===== src/rtl/stk_pkg.sv =====
// Shared types for the stack command path.
// Provides the engine opcode encoding, engine-id type and the pop-response payload.
package stk_pkg;

    localparam int unsigned OPCODE_W = 2;
    localparam int unsigned ENGID_W  = 3;
    localparam int unsigned DAT_W    = 32;

    typedef enum logic [OPCODE_W-1:0] {
        OP_NOP  = 2'd0,
        OP_PUSH = 2'd1,
        OP_POP  = 2'd2,
        OP_INV  = 2'd3
    } opcode_t;

    typedef logic [ENGID_W-1:0] engid_t;

    typedef struct packed {
        engid_t             engid;
        logic [DAT_W-1:0]   dat;
        logic               empty;
    } stk_rsp_t;

    // True for opcodes that travel on to the stack.
    function automatic logic is_stack_cmd(opcode_t op);
        return (op == OP_PUSH) || (op == OP_POP);
    endfunction

endpackage


===== src/rtl/stk_rr_arb.sv =====
// Round-robin arbiter.
// Ports: clk, rst (sync, active high), req (request vector), advance (a grant was
// taken this cycle), gnt_c (combinational one-hot grant, zero when no request).
// The search starts at the requester after the last winner; reset points at N-1.
module stk_rr_arb #(
    parameter int unsigned N = 8
) (
    input  logic         clk,
    input  logic         rst,
    input  logic [N-1:0] req,
    input  logic         advance,
    output logic [N-1:0] gnt_c
);

    localparam int unsigned IDX_W = (N > 1) ? $clog2(N) : 1;

    logic [IDX_W-1:0] last_q;
    logic [IDX_W-1:0] win_idx;
    logic [IDX_W-1:0] idx;
    logic             found;

    // Rotating priority search beginning just after the last winner.
    always_comb begin
        gnt_c   = '0;
        win_idx = last_q;
        idx     = '0;
        found   = 1'b0;
        for (int unsigned i = 1; i <= N; i++) begin
            idx = IDX_W'((32'(last_q) + i) % N);
            if (!found && req[idx]) begin
                found      = 1'b1;
                gnt_c[idx] = 1'b1;
                win_idx    = idx;
            end
        end
    end

    // Pointer moves only when the grant is actually consumed.
    always_ff @(posedge clk) begin
        if (rst) begin
            last_q <= IDX_W'(N - 1);
        end else if (advance) begin
            last_q <= win_idx;
        end
    end

endmodule


===== src/rtl/stk_cmd_mux.sv =====
// Multiplexes per-engine stack requests onto one command port and routes pop
// responses back to the issuing engine.
// Ports: eng_req_* (per-engine request, rdy is the combinational grant),
// cmd_* (registered command to the stack, held until cmd_rdy_i),
// rsp_* (pop responses from the stack), eng_rsp_* (registered response strobe
// and shared data bus), err_o (sticky: [0] INV seen, [1] unexpected response).
module stk_cmd_mux
    import stk_pkg::*;
#(
    parameter int unsigned N_ENG   = 8,
    parameter int unsigned W       = 32,
    parameter int unsigned MAX_OUT = 4
) (
    input  logic                      clk,
    input  logic                      rst,
    input  logic [N_ENG-1:0]          eng_req_vld_i,
    input  logic [N_ENG*OPCODE_W-1:0] eng_req_opcode_i,
    input  logic [N_ENG*W-1:0]        eng_req_dat_i,
    output logic [N_ENG-1:0]          eng_req_rdy_o,
    output logic                      cmd_vld_o,
    output logic [OPCODE_W-1:0]       cmd_opcode_o,
    output logic [ENGID_W-1:0]        cmd_engid_o,
    output logic [W-1:0]              cmd_dat_o,
    input  logic                      cmd_rdy_i,
    input  logic                      rsp_vld_i,
    input  logic [ENGID_W-1:0]        rsp_engid_i,
    input  logic [W-1:0]              rsp_dat_i,
    input  logic                      rsp_empty_i,
    output logic [N_ENG-1:0]          eng_rsp_vld_o,
    output logic [W-1:0]              eng_rsp_dat_o,
    output logic                      eng_rsp_empty_o,
    output logic [1:0]                err_o
);

    localparam int unsigned CNT_W = $clog2(MAX_OUT + 1);

    opcode_t          req_op [N_ENG];
    logic [CNT_W-1:0] pop_cnt_q [N_ENG];
    logic [N_ENG-1:0] req_elig_c;
    logic [N_ENG-1:0] gnt_c;
    logic [N_ENG-1:0] pop_inc_c;
    logic [N_ENG-1:0] pop_dec_c;
    logic             out_free_c;
    logic             gnt_any_c;
    engid_t           gnt_idx_c;
    opcode_t          gnt_op_c;
    logic [W-1:0]     gnt_dat_c;
    logic             rsp_known_c;
    logic             rsp_vld_q;
    stk_rsp_t         rsp_q;

    assign out_free_c  = !cmd_vld_o || cmd_rdy_i;
    assign rsp_known_c = (pop_cnt_q[rsp_engid_i] != '0);

    // Request qualification: NOP/INV never need the output register, so they
    // stay eligible while a command is stalled.
    always_comb begin
        req_elig_c = '0;
        for (int unsigned e = 0; e < N_ENG; e++) begin
            req_op[e] = opcode_t'(eng_req_opcode_i[e*OPCODE_W +: OPCODE_W]);
            case (req_op[e])
                OP_PUSH: req_elig_c[e] = eng_req_vld_i[e] && out_free_c;
                OP_POP:  req_elig_c[e] = eng_req_vld_i[e] && out_free_c &&
                                         (pop_cnt_q[e] < CNT_W'(MAX_OUT));
                default: req_elig_c[e] = eng_req_vld_i[e];
            endcase
            if (rst) req_elig_c[e] = 1'b0;
        end
    end

    stk_rr_arb #(.N(N_ENG)) u_arb (
        .clk     (clk),
        .rst     (rst),
        .req     (req_elig_c),
        .advance (gnt_any_c),
        .gnt_c   (gnt_c)
    );

    assign gnt_any_c     = |gnt_c;
    assign eng_req_rdy_o = gnt_c;

    // One-hot grant to index, opcode and data of the winner.
    always_comb begin
        gnt_idx_c = '0;
        gnt_op_c  = OP_NOP;
        gnt_dat_c = '0;
        pop_inc_c = '0;
        pop_dec_c = '0;
        for (int unsigned e = 0; e < N_ENG; e++) begin
            if (gnt_c[e]) begin
                gnt_idx_c = ENGID_W'(e);
                gnt_op_c  = req_op[e];
                gnt_dat_c = eng_req_dat_i[e*W +: W];
            end
            pop_inc_c[e] = gnt_c[e] && (req_op[e] == OP_POP);
            pop_dec_c[e] = rsp_vld_i && (rsp_engid_i == ENGID_W'(e)) &&
                           (pop_cnt_q[e] != '0);
        end
    end

    // Command output register; a new grant only happens when it is free.
    always_ff @(posedge clk) begin
        if (rst) begin
            cmd_vld_o    <= 1'b0;
            cmd_opcode_o <= OP_NOP;
            cmd_engid_o  <= '0;
            cmd_dat_o    <= '0;
        end else if (gnt_any_c && is_stack_cmd(gnt_op_c)) begin
            cmd_vld_o    <= 1'b1;
            cmd_opcode_o <= gnt_op_c;
            cmd_engid_o  <= gnt_idx_c;
            cmd_dat_o    <= (gnt_op_c == OP_POP) ? '0 : gnt_dat_c;
        end else if (cmd_rdy_i) begin
            cmd_vld_o    <= 1'b0;
        end
    end

    // Outstanding POP count per engine; simultaneous issue and return cancel.
    always_ff @(posedge clk) begin
        if (rst) begin
            for (int unsigned e = 0; e < N_ENG; e++) pop_cnt_q[e] <= '0;
        end else begin
            for (int unsigned e = 0; e < N_ENG; e++) begin
                if (pop_inc_c[e] && !pop_dec_c[e]) begin
                    pop_cnt_q[e] <= pop_cnt_q[e] + CNT_W'(1);
                end else if (pop_dec_c[e] && !pop_inc_c[e]) begin
                    pop_cnt_q[e] <= pop_cnt_q[e] - CNT_W'(1);
                end
            end
        end
    end

    // Response register and sticky error flags.
    always_ff @(posedge clk) begin
        if (rst) begin
            rsp_vld_q <= 1'b0;
            rsp_q     <= '0;
            err_o     <= '0;
        end else begin
            rsp_vld_q <= rsp_vld_i && rsp_known_c;
            if (rsp_vld_i && rsp_known_c) begin
                rsp_q <= '{engid: rsp_engid_i, dat: DAT_W'(rsp_dat_i), empty: rsp_empty_i};
            end
            if (gnt_any_c && (gnt_op_c == OP_INV)) err_o[0] <= 1'b1;
            if (rsp_vld_i && !rsp_known_c)         err_o[1] <= 1'b1;
        end
    end

    assign eng_rsp_vld_o   = rsp_vld_q ? (N_ENG'(1) << rsp_q.engid) : '0;
    assign eng_rsp_dat_o   = W'(rsp_q.dat);
    assign eng_rsp_empty_o = rsp_q.empty;

endmodule


===== config.mk =====
export PLATFORM = sky130hd
export DESIGN_NAME = stk_cmd_mux
export DESIGN_NICKNAME = d
export VERILOG_FILES = /design/src/rtl/stk_pkg.sv /design/src/rtl/stk_rr_arb.sv /design/src/rtl/stk_cmd_mux.sv
export SDC_FILE = /design/constraint.sdc
export NUM_CORES = 1
export LEC_CHECK = 0
export CORE_AREA = 8 8 152 154
export DETAILED_ROUTE_END_ITERATION = 16
export DIE_AREA = 0 0 160 162
export PLACE_DENSITY = 0.92
export SYNTH_ARGS = -nofsm -noshare
export SYNTH_HDL_FRONTEND = slang
export SYNTH_SLANG_ARGS = --single-unit
export TNS_END_PERCENT = 20

===== constraint.sdc =====
create_clock -name clk -period 13.8 [get_ports clk]
set_input_delay 2.76 -clock clk [delete_from_list [all_inputs] [get_ports clk]]
set_output_delay 2.76 -clock clk [all_outputs]
set_load 0.01 [all_outputs]

==> flow_summary_export.csv, run 1 <==
group,metric,value,unit
run_status,outcome,"completed",
die,core_area,20690,um2
layout,layout.nets,1746,
place,pre_cts_slack,3.569,ns
critical_path,path_common_cell,"buf_4",
die,die_y,162,um
synthesis,yosysTopAreaCellShare,18.24,%
clock_network,cts_resized,0,
timing,setup_viol_count_final,0,
hold_path,min_path_type,"reg2reg",
place,dpl.hpwl,31.95,mm
synthesis,synthDistinctLibCells,69,
grt,grt_use_total,30.18,%
synthesis,yosys_register_bits,104,
clock_network,htree_levels,3,
pwr,seqPwrFrac,12.7,%
critical_path,start_kind,"input port",
pwr,p_int,0.001512,W
grt,overflow,0,
synthesis,synth_top_family_by_area,"compound AO/OA/AOI/OAI gates",
clock_network,cts_tree,"yes",
detailed_routing,drtPass1Iterations,7,
synthesis,synthArstFlopShare,0,%
timing,fmax,96.69,MHz
pwr,power.density,254.4,nW/um2
place,gp_congestion,1.006,
timing,whs,0.4697,ns
timing,post-route-period-util,74.94,%
grt,grt_pass1_vias,10440,
grt,grt_pass1_wl,61.82,mm
layout,final_common_cell,"clkdlybuf4s50_1",
place,io_buffers,408,
clock_network,numCtsBuffers,9,
timing,worst_slack,3.458,ns
synthesis,synth_area_leaders,"dfxtp_1 18%, edfxtp_1 8.2%, nor2_1 6.8%",
detailed_routing,vias,10560,
timing,rsz0062_at_grt,"no",
critical_path,arrival,7.58,ns
pwr,p_clk_share,8.5,%
synthesis,synth.yosys.warnings,0,
timing,finClkSkew,0.01772,ns
synthesis,ys_seq_area_share,26.45,%
detailed_routing,drcViolationCount,0,
pwr,p_switching,0.001807,W
synthesis,synthMuxAreaShare,5.130,%
detailed_routing,wl,41.65,mm
detailed_routing,drt_iter0_drc,1169,
layout,drive_above_1_share,5.154,%
clock_network,clock_path_buffers,2,
synthesis,netlist_area,8780,um2
clock_network,post_cts_buffers,0,
grt,grt_max_degree,78,
detailed_routing,antenna_left,0,
run,cap_violations,0,
hold_path,holdPathStages,2,
clock_network,ctsHoldBuffers,0,
critical_path,crit_path_top_delay_cell,"clkdlybuf4s50_1",
timing,max-slew-margin-rel,29.42,%
synthesis,syn_avg_cell_area,8.182,um2
synthesis,syn_inst,1073,
die,std_cell_rows,53,
synthesis,synth_edf_count,24,
timing,worstMarginPinSlew,1.056,ns
detailed_routing,drt-wirelength-per-cell,24.85,um
die,ios,409,
clock_network,cts_sinks,104,
critical_path,crit_fanout,77,
critical_path,crit_required,11.04,ns
synthesis,synth-simple-area-share,19.32,%
pwr,ir_drop,288.1,uV
grt,antenna_found_initial,4,
pwr,swShare,54.44,%
die,die_area,25920,um2
synthesis,yosysTopAreaCell,"dfxtp_1",
timing,slew_violations,0,
synthesis,synthAdderAreaFrac,5.444,%
clock_network,worst_skew_pair.late_latency,0.37,ns
critical_path,max_stage_delay,0.69,ns
timing,fin_setup_tns,0,ns
timing,hold_viol_final,0,
die,initial_core_util,42.43,%
critical_path,worst-setup-path-type,"in2out",
critical_path,endpoint_kind,"output pin",
pwr,power_leakage,4.884,nW
timing,period_needed,10.34,ns
detailed_routing,via_per_inst,6.302,
die,die_w,160,um
clock_network,cts_root_buf,"clkbuf_16",
critical_path,cp_cell_sequence,"buf_2, buf_4, clkinv_1, buf_4, and3_1, a32oi_1, o22ai_1, nor3_1, nand2_1, o22a_1, nand3_2, buf_4, clkdlybuf4s50_1",
synthesis,synth-compound-area-share,33.06,%
synthesis,syn_nets,1427,
synthesis,synth_xor_area_share,1.496,%
layout,layout_common_cells,"407 x clkdlybuf4s50_1, 159 x nor2_1, 80 x dfxtp_1",
clock_network,path_clk_slew,0.08,ns
pwr,combPwrFrac,78.9,%
synthesis,synthFlopType,"dfxtp_1",
layout,syn2layout_area_growth,48.64,%
critical_path,reg2reg_depth,21,
[critical path, delay by kind of cell]
kind | cells | cell delay, ns
AOI/OAI and AO/OA | 3 | 1.04
buffers and inverters | 6 | 2.57
and+or+nand+nor | 4 | 1.16
[synth_stat cells, types with 7 or more instances]
cell	number
nand3_1	24
nand2_1	53
or3_1	13
nand2b_1	44
clkbuf_1	61
mux2i_1	36
xnor2_1	11
a221oi_1	34
nor2_1	160
a21oi_1	35
and3_1	11
a32oi_1	7
a211o_1	13
buf_4	33
a22oi_1	33
edfxtp_1	24
o221ai_1	7
inv_1	46
o22ai_1	13
nor3_1	17
a31o_1	31
buf_2	11
a32o_1	38
fa_1	7
a221o_1	34
ha_1	27
o21ai_0	52
dfxtp_1	80
nor2b_1	11
[kinds of logic after synthesis]
logic type,after synthesis
simple gates,360
compound gates,356
buf+inv,164
flops,104
mux,40
fa+ha+maj,34
xor+xnor,15
[path summary, 6_finish.rpt]
check,startpoint,endpoint,slack (ns)
worst max-delay path,rst,eng_req_rdy_o[5],3.46
worst min-delay path,cmd_engid_o[2],cmd_engid_o[2],0.47
worst max register to register,u_arb.last_q[1],cmd_dat_o[17],6.93
worst min register to register,cmd_engid_o[2],cmd_engid_o[2],0.47
[sequential cells by signal, indices dropped and copies added, names as in the netlist]
name and flops:
cmd_dat_o 32, eng_rsp_dat_o 32, pop_cnt_q 24, cmd_engid_o 3, rsp_q 3, u_arb.last_q 3, cmd_opcode_o 2, err_o 2
cmd_vld_o 1, eng_rsp_empty_o 1, rsp_vld_q 1
[per-stage QoR]
| stage | instances | area [um2] | total power, W | utilization (%) |
|---|---|---|---|---|
| 2_1_floorplan | 1073 | 8780 | 0.002290 | - |
| 3_3_place_gp | 1656 | 12720 | 0.002969 | 61.50 |
| 3_5_place_dp | 1656 | 12720 | 0.003000 | 61.50 |
| 4_1_cts | 1672 | 13040 | 0.003283 | 63.03 |
| 5_1_grt | 1676 | 13050 | 0.003543 | 63.07 |
| 6_report | 1676 | 13050 | 0.003319 | 63.07 |
[layout make-up]
cell class | instances | area (um2)
diodes | 4 | 10.01
clock buffers | 9 | 225.2
clock inverters | 7 | 91.34
fillers | 1680 | 7640
inverters | 48 | 180.2
multi-input cells | 805 | 5678
flip-flops and latches | 104 | 2322
well taps | 275 | 344.1
repair buffers | 424 | 4199
[power by group through the flow]
stage / combinational, W / clock [W] / sequential [W]
3_5_place_dp: 0.00257 / 0 / 0.000426
3_3_place_gp: 0.00255 / 0 / 0.000423
4_1_cts: 0.00258 / 0.000284 / 0.000419
5_1_grt: 0.00282 / 0.000296 / 0.000425
6_report: 0.00262 / 0.000281 / 0.000420
2_1_floorplan: 0.00187 / 0 / 0.000419
[per-layer routing]
metal / up-vias / track usage [%] / part of all wire [%]
met3: 146 / 7.745 / 11
met1: 4947 / 35.30 / 37
met4: 0 / 13.85 / 4.2
met2: 788 / 51.19 / 48
met5: - / 0 / 0
li1: 4681 / - / -
Note: power is estimated with default switching activity, not from simulation.
==> run 2: changes to the inputs <==
--- a/config.mk
+++ b/config.mk
@@ -5,10 +5,10 @@
 export SDC_FILE = /design/constraint.sdc
 export NUM_CORES = 1
 export LEC_CHECK = 0
-export CORE_AREA = 8 8 152 154
+export CORE_MARGIN = 8
+export CORE_UTILIZATION = 39
 export DETAILED_ROUTE_END_ITERATION = 16
-export DIE_AREA = 0 0 160 162
-export PLACE_DENSITY = 0.92
+export PLACE_DENSITY = 0.89
 export SYNTH_ARGS = -nofsm -noshare
 export SYNTH_HDL_FRONTEND = slang
 export SYNTH_SLANG_ARGS = --single-unit
==> constraint.sdc (replaced) <==
create_clock -name clk -period 8.8 [get_ports clk]
set_input_delay 1.76 -clock clk [delete_from_list [all_inputs] [get_ports clk]]
set_output_delay 1.76 -clock clk [all_outputs]
set_load 0.01 [all_outputs]
==> flow_summary_export.csv, run 2 (synthesis gave the netlist of run 1 again) <==
group,metric,value,unit
run_status,outcome,"completed",
critical_path,endpoint_kind,"output pin",
clock_network,ctsHoldBuffers,0,
timing,post-route-period-util,90.67,%
timing,rsz0062_at_grt,"no",
clock_network,path_clk_slew,0.08,ns
clock_network,cts_tree,"yes",
die,ios,409,
pwr,combPwrFrac,79.4,%
clock_network,clock_path_buffers,2,
grt,grt_pass1_wl,62.88,mm
detailed_routing,antenna_left,0,
pwr,p_switching,0.002881,W
pwr,ir_drop,273.0,uV
clock_network,htree_levels,3,
die,die_w,166.0,um
die,die_area,27570,um2
grt,overflow,0,
timing,setup_viol_count_final,0,
clock_network,cts_sinks,104,
critical_path,crit_fanout,19,
place,gp_congestion,0.9360,
grt,antenna_found_initial,3,
detailed_routing,drt-wirelength-per-cell,24.80,um
place,dpl.hpwl,33.14,mm
timing,fin_setup_tns,0,ns
place,dp.cells,1670,
clock_network,cts_resized,0,
critical_path,crit_family,"buffers and inverters",
timing,max-slew-margin-rel,41.78,%
critical_path,crit_path_top_delay_cell,"clkdlybuf4s50_1",
critical_path,critical_path_buf_inv_count,4,
critical_path,start_kind,"input port",
detailed_routing,wl,41.88,mm
detailed_routing,drt_iter0_drc,926,
timing,fmax,125.3,MHz
die,initial_core_util,39.26,%
grt,grt_max_degree,71,
run,cap_violations,0,
detailed_routing,drtPass1Iterations,5,
clock_network,post_cts_buffers,0,
place,io_buffers,408,
grt,grt_pass1_vias,10390,
layout,syn2layout_area_growth,49.15,%
layout,drive_above_1_share,5.567,%
critical_path,crit_required,7.04,ns
timing,finClkSkew,0.01593,ns
die,std_cell_rows,55,
layout,layout_common_cells,"407 x clkdlybuf4s50_1, 159 x nor2_1, 80 x dfxtp_1",
pwr,p_int,0.002410,W
pwr,p_clk_share,8.2,%
timing,period_needed,7.979,ns
detailed_routing,drcViolationCount,0,
critical_path,max_stage_delay,0.65,ns
critical_path,r2r_setup_slack,2.54,ns
timing,worstMarginPinSlew,0.8733,ns
clock_network,numCtsBuffers,9,
timing,hold_viol_final,0,
critical_path,arrival,6.22,ns
detailed_routing,vias,10380,
layout,final_core_util,58.55,%
layout,layout.nets,1750,
timing,slew_violations,0,
layout,final_cells,1689,
critical_path,cp_cell_sequence,"clkdlybuf4s50_1, inv_1, ha_1, nor2_1, a2bb2oi_4, a32oi_1, o22a_1, and3_1, nand3_2, o41ai_1, nor2_4, inv_2, clkdlybuf4s50_1",
grt,grt_use_total,28.95,%
pwr,seqPwrFrac,12.4,%
die,core_area,22370,um2
die,die_y,166.0,um
pwr,power_leakage,4.899,nW
hold_path,min_path_type,"reg2reg",
critical_path,path_common_cell,"clkdlybuf4s50_1",
clock_network,cts_root_buf,"clkbuf_16",
pwr,power.density,404.0,nW/um2
critical_path,worst-setup-path-type,"in2out",
layout,final_common_cell,"clkdlybuf4s50_1",
pwr,swShare,54.45,%
detailed_routing,via_per_inst,6.143,
clock_network,worst_skew_pair.late_latency,0.37,ns
-- run 2: changes by cell type in the layout (fill, tap and decap cells not counted) --
cell,before,now
a211o_1,12,10
nand3_4,0,1
inv_8,0,1
clkinv_4,0,2
diode_2,4,3
inv_6,3,1
a211o_2,1,3
nand3_2,2,1
buf_4,16,20
clkinv_8,3,2
-- run 2: layer usage --
| metal | vias to the layer above | track usage (%) | part of all wire (%) | wire length (um) |
|---|---|---|---|---|
| met5 | - | 0 | 0 | 0 |
| met4 | 0 | 10.99 | 3.4 | 1436 |
| met3 | 99 | 7.416 | 10 | 4396 |
| met2 | 694 | 50.54 | 49 | 20590 |
| met1 | 4897 | 33.54 | 37 | 15460 |
| li1 | 4685 | - | - | - |
-- run 2: worst reg2reg max path, delay by kind of cell, from the launching register on --
| family | cells | cell delay (ns) |
|---|---|---|
| compound gates | 9 | 2.80 |
| fa+ha+maj | 2 | 0.91 |
| buf+inv | 7 | 1.95 |
| flops | 1 | 0.33 |
| simple gates | 2 | 0.17 |
-- run 2: stage by stage --
step	hold slack [ns]	area, um2	total power [W]	setup WS (ns)
6_report	0.4541	13100	0.005291	0.8210
5_1_grt	0.4941	13100	0.005663	0.6912
4_1_cts	0.4594	13090	0.005247	0.9396
3_5_place_dp	0.4473	12780	0.004787	0.9482
3_3_place_gp	0.4435	12780	0.004760	0.9855
2_1_floorplan	0.4647	8780	0.003590	2.530
-- run 2: power by group through the flow --
stage                     sequential, W  clock, W  combinational, W
final                          0.000655  0.000435           0.00420
after global routing           0.000665  0.000458           0.00454
after CTS                      0.000654  0.000440           0.00415
after detailed placement       0.000665         0           0.00412
after global placement         0.000661         0           0.00410
after floorplan                0.000658         0           0.00293
-- run 2: area by class of cell --
class	count	area, um2
Tap cell	285	356.6
Multi-Input combinational cell	805	5688
Antenna cell	3	7.507
Clock inverter	7	86.33
Timing Repair Buffer	428	4229
Fill cell	1911	9270
Clock buffer	9	225.2
Sequential cell	104	2322
Inverter	48	180.2
-- run 2: final timing paths --
kind	start	to	cells after the start
worst min-delay path	cmd_engid_o[2]	cmd_engid_o[2]	2
worst max register to register	u_arb.last_q[0]	cmd_dat_o[3]	20
worst max-delay path	eng_req_opcode_i[2]	eng_req_rdy_o[4]	13
worst min register to register	cmd_engid_o[2]	cmd_engid_o[2]	2
==> run 3: changes to the inputs <==
--- a/config.mk
+++ b/config.mk
@@ -5,6 +5,7 @@
 export SDC_FILE = /design/constraint.sdc
 export NUM_CORES = 1
 export LEC_CHECK = 0
+export CORE_ASPECT_RATIO = 0.9
 export CORE_MARGIN = 8
 export CORE_UTILIZATION = 39
 export DETAILED_ROUTE_END_ITERATION = 16
==> flow_summary_export.csv, run 3 (synthesis gave the netlist of run 1 again) <==
group,metric,value,unit
run_status,outcome,"completed",
timing,finClkSkew,0.01491,ns
grt,overflow,0,
detailed_routing,vias,10430,
place,io_buffers,408,
die,die_area,27580,um2
die,die_w,174.2,um
clock_network,cts_tree,"yes",
grt,grt_pass1_wl,62.20,mm
die,die_y,158.3,um
clock_network,cts_sinks,104,
critical_path,crit_fanout,23,
pwr,power_leakage,4.896,nW
critical_path,start_kind,"input port",
layout,final_core_util,58.70,%
timing,fin_setup_tns,0,ns
detailed_routing,drcViolationCount,0,
timing,max-slew-margin-rel,42.94,%
timing,slew_violations,0,
detailed_routing,drtPass1Iterations,5,
place,gp_congestion,0.9379,
timing,worstMarginPinSlew,0.8344,ns
layout,layout_common_cells,"407 x clkdlybuf4s50_1, 159 x nor2_1, 80 x dfxtp_1",
timing,hold_viol_final,0,
timing,period_needed,7.802,ns
timing,fmax,128.2,MHz
critical_path,reg2reg_depth,18,
clock_network,cts_resized,0,
detailed_routing,drt-wirelength-per-cell,24.87,um
clock_network,ctsHoldBuffers,0,
layout,drive_above_1_share,5.567,%
critical_path,endpoint_kind,"output pin",
clock_network,worst_skew_pair.late_latency,0.36,ns
clock_network,post_cts_buffers,0,
timing,rsz0062_at_grt,"no",
critical_path,arrival,6.04,ns
clock_network,htree_levels,3,
pwr,ir_drop,320.6,uV
clock_network,clock_path_buffers,2,
critical_path,worst-setup-path-type,"in2out",
timing,post-route-period-util,88.66,%
pwr,fin_total_pwr,0.005203,W
layout,syn2layout_area_growth,49.21,%
detailed_routing,drt_iter0_drc,1099,
hold_path,min_path_type,"reg2reg",
clock_network,cts_root_buf,"clkbuf_16",
detailed_routing,via_per_inst,6.129,
pwr,power.density,397.1,nW/um2
layout,layout.nets,1750,
detailed_routing,antenna_left,0,
grt,antenna_found_initial,4,
die,std_cell_rows,52,
critical_path,crit_required,7.04,ns
run,cap_violations,0,
timing,setup_viol_count_final,0,
clock_network,path_clk_slew,0.08,ns
grt,grt_pass1_vias,10160,
die,initial_core_util,39.34,%
die,ios,409,
die,core_area,22320,um2
clock_network,numCtsBuffers,9,
detailed_routing,wl,42.30,mm
grt,grt_use_total,28.85,%
place,dpl.hpwl,33.17,mm
grt,grt_max_degree,71,
layout,final_common_cell,"clkdlybuf4s50_1",
hold_path,holdPathStages,2,
[run 3: path summary, 6_finish.rpt]
kind	slack (ns)	end	start
worst max-delay path	1.0	eng_req_rdy_o[3]	eng_req_opcode_i[2]
worst min-delay path	0.45	cmd_engid_o[0]	cmd_engid_o[0]
worst max register to register	2.47	cmd_dat_o[25]	u_arb.last_q[1]
worst min register to register	0.45	cmd_engid_o[0]	cmd_engid_o[0]
[run 3: critical path, stage by stage]
cell and delay [ns]:
clkdlybuf4s50_1 0.52, inv_1 0.06, ha_1 0.34, nor2_1 0.18
a2bb2oi_4 0.09, a32oi_1 0.53, o22ai_1 0.39, nor3_1 0.41
nand2_1 0.38, o32ai_1 0.25, a211o_2 0.48, clkdlybuf4s50_1 0.65
[run 3: power by group]
part	leakage, nW	switching [W]	total, W	internal [W]
sequential	0.905	0.0000631	0.000660	0.000597
clock	0.143	0.000208	0.000409	0.000201
combinational	3.85	0.00254	0.00413	0.00159
[run 3: routing by layer]
layer,share of wire [%],up-vias,wire length (um),GRT usage [%]
li1,-,4683,-,-
met4,3.3,2,1382,10.25
met3,10,105,4262,7.444
met1,38,4924,15990,35.00
met5,0.031,-,13,0
met2,49,711,20650,49.02
[run 3: cell type report]
cell class	count	area, um2
Antenna cell	3	7.507
Clock buffer	9	225.2
Clock inverter	7	72.57
Fill cell	1903	9216
Inverter	48	180.2
Multi-Input combinational cell	805	5692
Sequential cell	104	2322
Tap cell	297	371.6
Timing Repair Buffer	428	4229
[run 3: stage by stage]
step	setup WS (ns)	instance area [um2]	instances	hold slack, ns
2_1_floorplan	2.530	8780	1073	0.4647
3_3_place_gp	0.9971	12790	1682	0.4441
3_5_place_dp	1.095	12790	1682	0.4496
4_1_cts	1.103	13090	1698	0.4604
5_1_grt	0.8324	13100	1701	0.4884
6_report	0.9978	13100	1701	0.4547
